--- src/rtl/cv32e40p_xif_buffer_pkg.sv ---
// cv32e40p_xif_buffer_pkg: shared entry types and default widths for the XIF commit buffer
package cv32e40p_xif_buffer_pkg;
  localparam int XBUF_ID_WIDTH = 4;
  localparam int XBUF_NUM_RS = 2;
  typedef enum logic [1:0] {EMPTY, WAIT_COMMIT, COMMITTED, KILLED} entry_state_e;
  typedef struct packed {
    entry_state_e                state;
    logic [31:0]                 instr;
    logic [XBUF_ID_WIDTH-1:0]    id;
    logic [XBUF_NUM_RS*32-1:0]   rs;
    logic                        writeback;
  } xbuf_entry_t;
endpackage

--- src/rtl/cv32e40p_xif_id_match.sv ---
// cv32e40p_xif_id_match: per-entry id compare giving a one-hot commit match and a live-id hit for issue
module cv32e40p_xif_id_match #(
  parameter int DEPTH = 4,
  parameter int X_ID_WIDTH = 4
) (
  input  logic [DEPTH*X_ID_WIDTH-1:0] ids,
  input  logic [DEPTH-1:0]            live,
  input  logic [DEPTH-1:0]            waiting,
  input  logic                        commit_valid,
  input  logic [X_ID_WIDTH-1:0]       commit_id,
  input  logic [X_ID_WIDTH-1:0]       issue_id,
  output logic [DEPTH-1:0]            commit_hit,
  output logic                        issue_hit
);
  logic [DEPTH-1:0] live_hit;
  for (genvar i = 0; i < DEPTH; i++) begin : g_cmp
    assign commit_hit[i] = commit_valid & waiting[i] & (ids[i*X_ID_WIDTH +: X_ID_WIDTH] == commit_id);
    assign live_hit[i] = live[i] & (ids[i*X_ID_WIDTH +: X_ID_WIDTH] == issue_id);
  end
  assign issue_hit = |live_hit;
endmodule

--- src/rtl/cv32e40p_xif_commit_buffer.sv ---
// cv32e40p_xif_commit_buffer: in-order XIF issue buffer that holds offloaded instructions until commit and dispatches them in program order
module cv32e40p_xif_commit_buffer
  import cv32e40p_xif_buffer_pkg::*;
#(
  parameter int DEPTH = 4,
  parameter int X_ID_WIDTH = XBUF_ID_WIDTH,
  parameter int X_NUM_RS = XBUF_NUM_RS
) (
  input  logic                       clk_i,
  input  logic                       rst_ni,
  input  logic                       x_issue_valid_i,
  output logic                       x_issue_ready_o,
  input  logic [31:0]                x_issue_instr_i,
  input  logic [X_ID_WIDTH-1:0]      x_issue_id_i,
  input  logic [X_NUM_RS*32-1:0]     x_issue_rs_i,
  input  logic [X_NUM_RS-1:0]        x_issue_rs_valid_i,
  output logic                       x_issue_accept_o,
  output logic                       x_issue_writeback_o,
  output logic [31:0]                dec_instr_o,
  input  logic                       dec_accept_i,
  input  logic                       dec_writeback_i,
  input  logic [X_NUM_RS-1:0]        dec_needs_rs_i,
  input  logic                       x_commit_valid_i,
  input  logic [X_ID_WIDTH-1:0]      x_commit_id_i,
  input  logic                       x_commit_kill_i,
  output logic                       cop_valid_o,
  input  logic                       cop_ready_i,
  output logic [31:0]                cop_instr_o,
  output logic [X_ID_WIDTH-1:0]      cop_id_o,
  output logic [X_NUM_RS*32-1:0]     cop_rs_o,
  output logic                       cop_writeback_o,
  output logic [$clog2(DEPTH+1)-1:0] occupancy_o,
  output logic                       commit_err_o
);
  localparam int AW = $clog2(DEPTH);
  localparam int CW = $clog2(DEPTH+1);
  xbuf_entry_t                 ent [DEPTH];
  logic [AW-1:0]               head, tail;
  logic [CW-1:0]               cnt;
  logic [DEPTH*X_ID_WIDTH-1:0] ids;
  logic [DEPTH-1:0]            live, waiting, commit_hit;
  logic                        issue_hit, alloc, same_commit, retire, err_q;
  logic [X_NUM_RS*32-1:0]      rs_masked;
  entry_state_e                commit_state;
  always_comb begin
    ids = '0;
    live = '0;
    waiting = '0;
    rs_masked = '0;
    for (int i = 0; i < DEPTH; i++) begin
      ids[i*X_ID_WIDTH +: X_ID_WIDTH] = ent[i].id;
      live[i] = ent[i].state != EMPTY;
      waiting[i] = ent[i].state == WAIT_COMMIT;
    end
    for (int i = 0; i < X_NUM_RS; i++)
      rs_masked[i*32 +: 32] = dec_needs_rs_i[i] ? x_issue_rs_i[i*32 +: 32] : 32'd0;
  end
  cv32e40p_xif_id_match #(
    .DEPTH(DEPTH),
    .X_ID_WIDTH(X_ID_WIDTH)
  ) u_id_match (
    .ids(ids),
    .live(live),
    .waiting(waiting),
    .commit_valid(x_commit_valid_i),
    .commit_id(x_commit_id_i),
    .issue_id(x_issue_id_i),
    .commit_hit(commit_hit),
    .issue_hit(issue_hit)
  );
  assign x_issue_ready_o = rst_ni & ((dec_needs_rs_i & ~x_issue_rs_valid_i) == '0) & ~issue_hit
                         & (~dec_accept_i | (cnt != CW'(DEPTH)));
  assign x_issue_accept_o = dec_accept_i;
  assign x_issue_writeback_o = dec_accept_i & dec_writeback_i;
  assign dec_instr_o = x_issue_instr_i;
  assign alloc = x_issue_valid_i & x_issue_ready_o & dec_accept_i;
  assign same_commit = alloc & x_commit_valid_i & (x_commit_id_i == x_issue_id_i);
  assign commit_state = x_commit_kill_i ? KILLED : COMMITTED;
  assign retire = (ent[head].state == KILLED) | ((ent[head].state == COMMITTED) & cop_ready_i);
  assign cop_valid_o = ent[head].state == COMMITTED;
  assign cop_instr_o = ent[head].instr;
  assign cop_id_o = ent[head].id;
  assign cop_rs_o = ent[head].rs;
  assign cop_writeback_o = ent[head].writeback;
  assign occupancy_o = cnt;
  assign commit_err_o = err_q;
  always_ff @(posedge clk_i) begin
    if (!rst_ni) begin
      for (int i = 0; i < DEPTH; i++) ent[i] <= '0;
      head <= '0;
      tail <= '0;
      cnt <= '0;
      err_q <= 1'b0;
    end else begin
      for (int i = 0; i < DEPTH; i++) if (commit_hit[i]) ent[i].state <= commit_state;
      if (alloc)
        ent[tail] <= '{state: same_commit ? commit_state : WAIT_COMMIT, instr: x_issue_instr_i,
                       id: x_issue_id_i, rs: rs_masked, writeback: dec_writeback_i};
      if (retire) ent[head].state <= EMPTY;
      head <= head + AW'(retire);
      tail <= tail + AW'(alloc);
      cnt <= cnt + CW'(alloc) - CW'(retire);
      err_q <= x_commit_valid_i & ~(|commit_hit) & ~same_commit;
    end
  end
endmodule

--- config.mk ---
export PLATFORM = sky130hd
export DESIGN_NAME = cv32e40p_xif_commit_buffer
export DESIGN_NICKNAME = d
export VERILOG_FILES = /design/src/rtl/cv32e40p_xif_buffer_pkg.sv /design/src/rtl/cv32e40p_xif_id_match.sv /design/src/rtl/cv32e40p_xif_commit_buffer.sv
export SDC_FILE = /design/constraint.sdc
export NUM_CORES = 1
export LEC_CHECK = 0
export ABC_CLOCK_PERIOD_IN_PS = 26200
export CORE_AREA = 2 2 221 223
export DETAILED_ROUTE_END_ITERATION = 6
export DIE_AREA = 0 0 223 225
export PLACE_DENSITY_LB_ADDON = 0.25
export SYNTH_ARGS = -nofsm -noshare
export SYNTH_HDL_FRONTEND = slang
export SYNTH_SLANG_ARGS = --single-unit
export TNS_END_PERCENT = 30
--- constraint.sdc ---
create_clock -name clk_i -period 26.2 [get_ports clk_i]
set_input_delay 2.62 -clock clk_i [delete_from_list [all_inputs] [get_ports clk_i]]
set_output_delay 2.62 -clock clk_i [all_outputs]
set_load 0.01 [all_outputs]
# == Word level (Yosys, flattened, before mapping) ==
# Memories as Yosys holds them, arrays and structs flattened. A register that Yosys moved wholly into a read port is not among the register bits.
# Cells that the tools add are included.
# classes
n_reduce_logical,7
n_div,0
n_mux,28
add_sub_neg,4
order_cmp,0
eq_ne,16
n_mul,0
shift,0
n_bitwise,35
# op_table
operator,count
$mux 32,2
$eq 4x4->1,9
$and 1x1->1,23
$mux 1,20
$mux 2,6
$eq 2x1->1 const B,4
$reduce_bool 2->1,4
$reduce_or 4->1,2
$or 1x1->1,6
$add 2x1->2,2
$eq 2x2->1 const B,2
$not 1->1,4
$add 3x1->3,1
$ne 3x3->1 const B,1
$sub 3x1->3,1
$and 2x2->2,1
$logic_not 2->1,1
$not 2->2,1
# word_totals
word_cells,95
n_memories,1
out_inout_bits,141
register_bits,8
latchBits,0
in_bits,116
mem_bits_ro,0
mem_bits_rw,412
# memory_table
name,depth,word_bits,rd,rd_clocked_by_memory_dff,write_ports,line,text
ent,4,103,5,1,6,cv32e40p_xif_commit_buffer.sv:37,xbuf_entry_t ent [DEPTH];

# == Longest topological paths before layout ==
# An unclocked memory read counts as a cell.
# depth
ltp_word,13
mapped_depth,14
mapped_depth_nobuf,13

# == Cells and area by module ==
# A second synthesis with hierarchy kept.
# unflattened
hier_cells,1260
area_unflattened_um2,18820.6
# by_module_without_submodules
module,seq_area_each_um2,n_inst,area_each_um2,cells_each
cv32e40p_xif_commit_buffer,12451.9,1,18425.2,1210
cv32e40p_xif_id_match,0.0,1,395.4,50

# == Least setup slack after synthesis ==
# OpenSTA, ideal clock, no wires.
# synth_path
kind,input to register
from,in dec_needs_rs_i[1]
to,"mem ent[0][0] (netlist bit), enable pin"
n_path_buf,1
setup_ps,703
path_slack_ps,14775
arrival_time_ps,10722
required_ps,25497
cell_stages,5
cell_sequence,clkbuf_1 nand2b_1 o2111ai_1 or3_1 o21ai_0
# synth_lines
item,line,text
"start, declared",cv32e40p_xif_commit_buffer.sv:22,"input logic [X_NUM_RS-1:0] dec_needs_rs_i,"
"end, declared",cv32e40p_xif_commit_buffer.sv:37,

# == Worst setup path after layout ==
# layout_path
from,in rst_ni
to,out x_issue_ready_o
# layout_between
elab_chain_len,3
# layout_rtl
item,line,text
"start, declared",cv32e40p_xif_commit_buffer.sv:10,"input logic rst_ni,"
$and 1x1->1 (2 in a row),cv32e40p_xif_commit_buffer.sv:71,assign x_issue_ready_o = rst_ni & ((dec_needs_rs_i & ~x_issue_rs_valid_i) == '0) & ~issue_hit
$and 1x1->1,cv32e40p_xif_commit_buffer.sv:72,& (~dec_accept_i | (cnt != CW'(DEPTH)));
"end, declared",cv32e40p_xif_commit_buffer.sv:12,"output logic x_issue_ready_o,"
# No other way between the ends.

==> run summary <==
first-pass GRT wire length: 73.1 mm
cell mode on critical path: clkdlybuf4s50_1
multi-input logic area: 5670 µm²
fin nets: 1,596
number of synthesized flops with an enable pin: 404
fin crit share: 0.331
ANT nets after route: 0
RSZ-0062 raised after global routing: no
Top Ports: 257
Avg Vias per Cell: 5.37
total power: 1.49 mW
Worst Hold Path Cells: 2
sequential area share after synthesis: 0.660
crit-path cells: clkdlybuf4s50_1, o2111ai_1, or4_4, nor2_1, clkdlybuf4s50_1
Slew HR: 0.273
syn nets: 1,404
Syn Area/Cell: 14.7 µm²
initial DRC count: 978
FFs w/ async S/R, synth: 0
CTS tree: yes
Synth Flop Type: edfxtp_1
root buf cell: clkbuf_16
critical path's top delay family: buffers and inverters
worst min-delay path class: flop to flop
area grow syn2layout: 22.2%
1st-pass router iterations: 5
Final min period: 8.67 ns
worst skew pair latency: 0.57 ns
MaxCap Viol Count: 0
final setup vio count: 0
setup bufs post-CTS: 0
Critical Path Start Type: input pin
Netlist cell types: 53
clock sink count: 420
R2R depth: 8
total track usage: 0.194
worst-margin pin slew: 1.09 ns
num rows: 80
pin count of the biggest net entering global routing: 118
DRC viols: 0
R2R Setup Slk: 21.55 ns
Max Freq: 115 MHz
HP Start: tail[1]
slowest cell delay on critical path: 1.11 ns
Critical Path Start: rst_ni
Yosys warnings: 0
WL/cell: 22.8 µm
Die H: 225 µm
reg2reg start: occupancy_o[1]
crit end category: output pin
share of layout cells above drive strength 1: 0.133
Clock Skew: 0.0156 ns
CTS hold repair buffers: 0
critical path's slowest cell: clkdlybuf4s50_1
crit-path max FO: 15
Filler Cell Count: 4,120
initial antenna violation count: 6
Peak VDD IR: 0.0423 mV
Total Wirelength: 48.4 mm
vias in the first global route: 11,800
total negative setup slack: 0 ns
Arr. time, crit path: 6.05 ns
count of buffer and inverter cells on the critical path: 2
P per Cell Area: 64.6 nW/µm²
RR Endpoint: ent[3][71]
Initial Util: 0.397
clock-pin transition on the worst setup and hold timing paths: 0.06 ns
synth top area cells: edfxtp_1 (64%), mux4_2 (12%), nor2_1 (5.4%)
CTS H-tree depth: 2
post-cts sizing count: 0
status: complete, no violations
worst path required time: 23.58 ns
CTS Buf Count: 46
global route overflow: 0
max-slew violation count: 0
hold path endpoint: tail[1]
top cell type's share of synthesized area: 0.643
vias: 11,400
hpwl dp: 27.9 mm
Crit Path Class: input pin to output pin
top-count cell post-synth: edfxtp_1
Yosys top cell by area: edfxtp_1
Max clock buf depth: 3
final core occ: 0.485
Die X: 223 µm
placer's final routability congestion estimate: 0.819
Register Area: 12,500 µm²
Mapped Cells: 1,283
synth cell count leaders: edfxtp_1 (404), nor2_1 (272), and3_1 (151)
leakage: 8.33 nW
Die Area: 50,200 µm²
CORE AREA: 47,500 µm²
post-synthesis instance area: 18,900 µm²
port bufs: 256
flops & latches, synth: 420
final hold violation count: 0
## per-stage QoR
step                instances  cell area [µm²]  worst slack (ns)  hold slack [ns]
detailed placement       2042            21700             17.51            0.563
floorplan                1283            18900             14.78            0.528
finish                   2124            23100             17.53            0.574
CTS                      2123            23000             17.51            0.577
global route             2124            23100             17.35            0.599
global placement         2042            21700             17.56            0.557
## metal layers
layer	part of all wire	global-route usage
met1	0.42	0.261
met2	0.49	0.323
met3	0.077	0.0459
met4	0.014	0.0383
met5	0.0013	0
## cell usage in the layout (no fill, tap or decap), types with 2 or more instances in the layout
cell | synthesis | layout
mux4_2 | 103 | 103
clkinv_1 | 0 | 18
nand2_1 | 76 | 70
and3_1 | 151 | 151
nor4_4 | 3 | 4
dfxtp_4 | 0 | 2
nor3_1 | 6 | 6
xor2_1 | 17 | 17
clkinvlp_4 | 0 | 2
a211oi_1 | 4 | 4
and2_1 | 5 | 5
or3_1 | 2 | 2
nand3b_1 | 3 | 3
xnor2_1 | 23 | 23
buf_4 | 53 | 22
bufinv_16 | 0 | 3
edfxtp_1 | 404 | 404
clkinv_2 | 0 | 2
nand2b_1 | 6 | 6
or4_1 | 3 | 3
clkbuf_16 | 0 | 47
nand2_4 | 0 | 4
o21ai_4 | 0 | 2
o21ai_0 | 4 | 3
o2111ai_1 | 2 | 2
clkdlybuf4s50_1 | 0 | 256
inv_1 | 7 | 7
nand4_1 | 3 | 3
nor2_1 | 272 | 272
nor3_4 | 2 | 4
nand3_1 | 6 | 6
nand2_2 | 0 | 2
dfxtp_1 | 16 | 14
clkbuf_1 | 36 | 8
ha_1 | 4 | 4
## report_power, final
group	internal (mW)	switching [mW]	total, mW
combinational	0.0516	0.0624	0.114
sequential	0.759	0.00740	0.767
clock	0.355	0.254	0.609
## sequential cells by signal (all words and copies together), names as in the netlist
name and flops:
ent 412, occupancy_o 3, head 2, tail 2
commit_err_o 1
## worst max path at each step
stage	endpoint	slack [ns]	depth (start not counted)
2_1_floorplan	ent[0][0]	14.78	5
3_3_place_gp	x_issue_ready_o	17.56	5
3_5_place_dp	x_issue_ready_o	17.51	5
4_1_cts	x_issue_ready_o	17.51	5
5_1_grt	x_issue_ready_o	17.35	5
6_report	x_issue_ready_o	17.53	5
## cell type report
cell class	instances	area share
antenna	1	0.000109
clock buffer	55	0.0523
sequential	420	0.541
tap	615	0.0334
clock inverter	26	0.00830
timing repair buffer	278	0.118
inverter	7	0.00114
multi-input combinational	722	0.246
## worst min-delay path: cells and delay by family (launching register included)
kind | cells | cell delay (ns)
xor+xnor | 1 | 0.15
flops | 1 | 0.35
simple gates | 1 | 0.04
## kinds of logic (layout without fill, tap and decap cells)
| kind of cell | count (synthesis) | after routing | synth area share |
|---|---|---|---|
| simple gates | 548 | 548 | 0.140 |
| compound gates | 26 | 26 | 0.0108 |
| xor+xnor | 40 | 40 | 0.0186 |
| flops | 420 | 420 | 0.660 |
| mux | 103 | 103 | 0.123 |
| other cells | 0 | 1 | 0 |
| buf+inv | 141 | 366 | 0.0440 |
| fa+ha+maj | 5 | 5 | 0.00371 |
No activity file was read; power rests on OpenSTA's default activity.
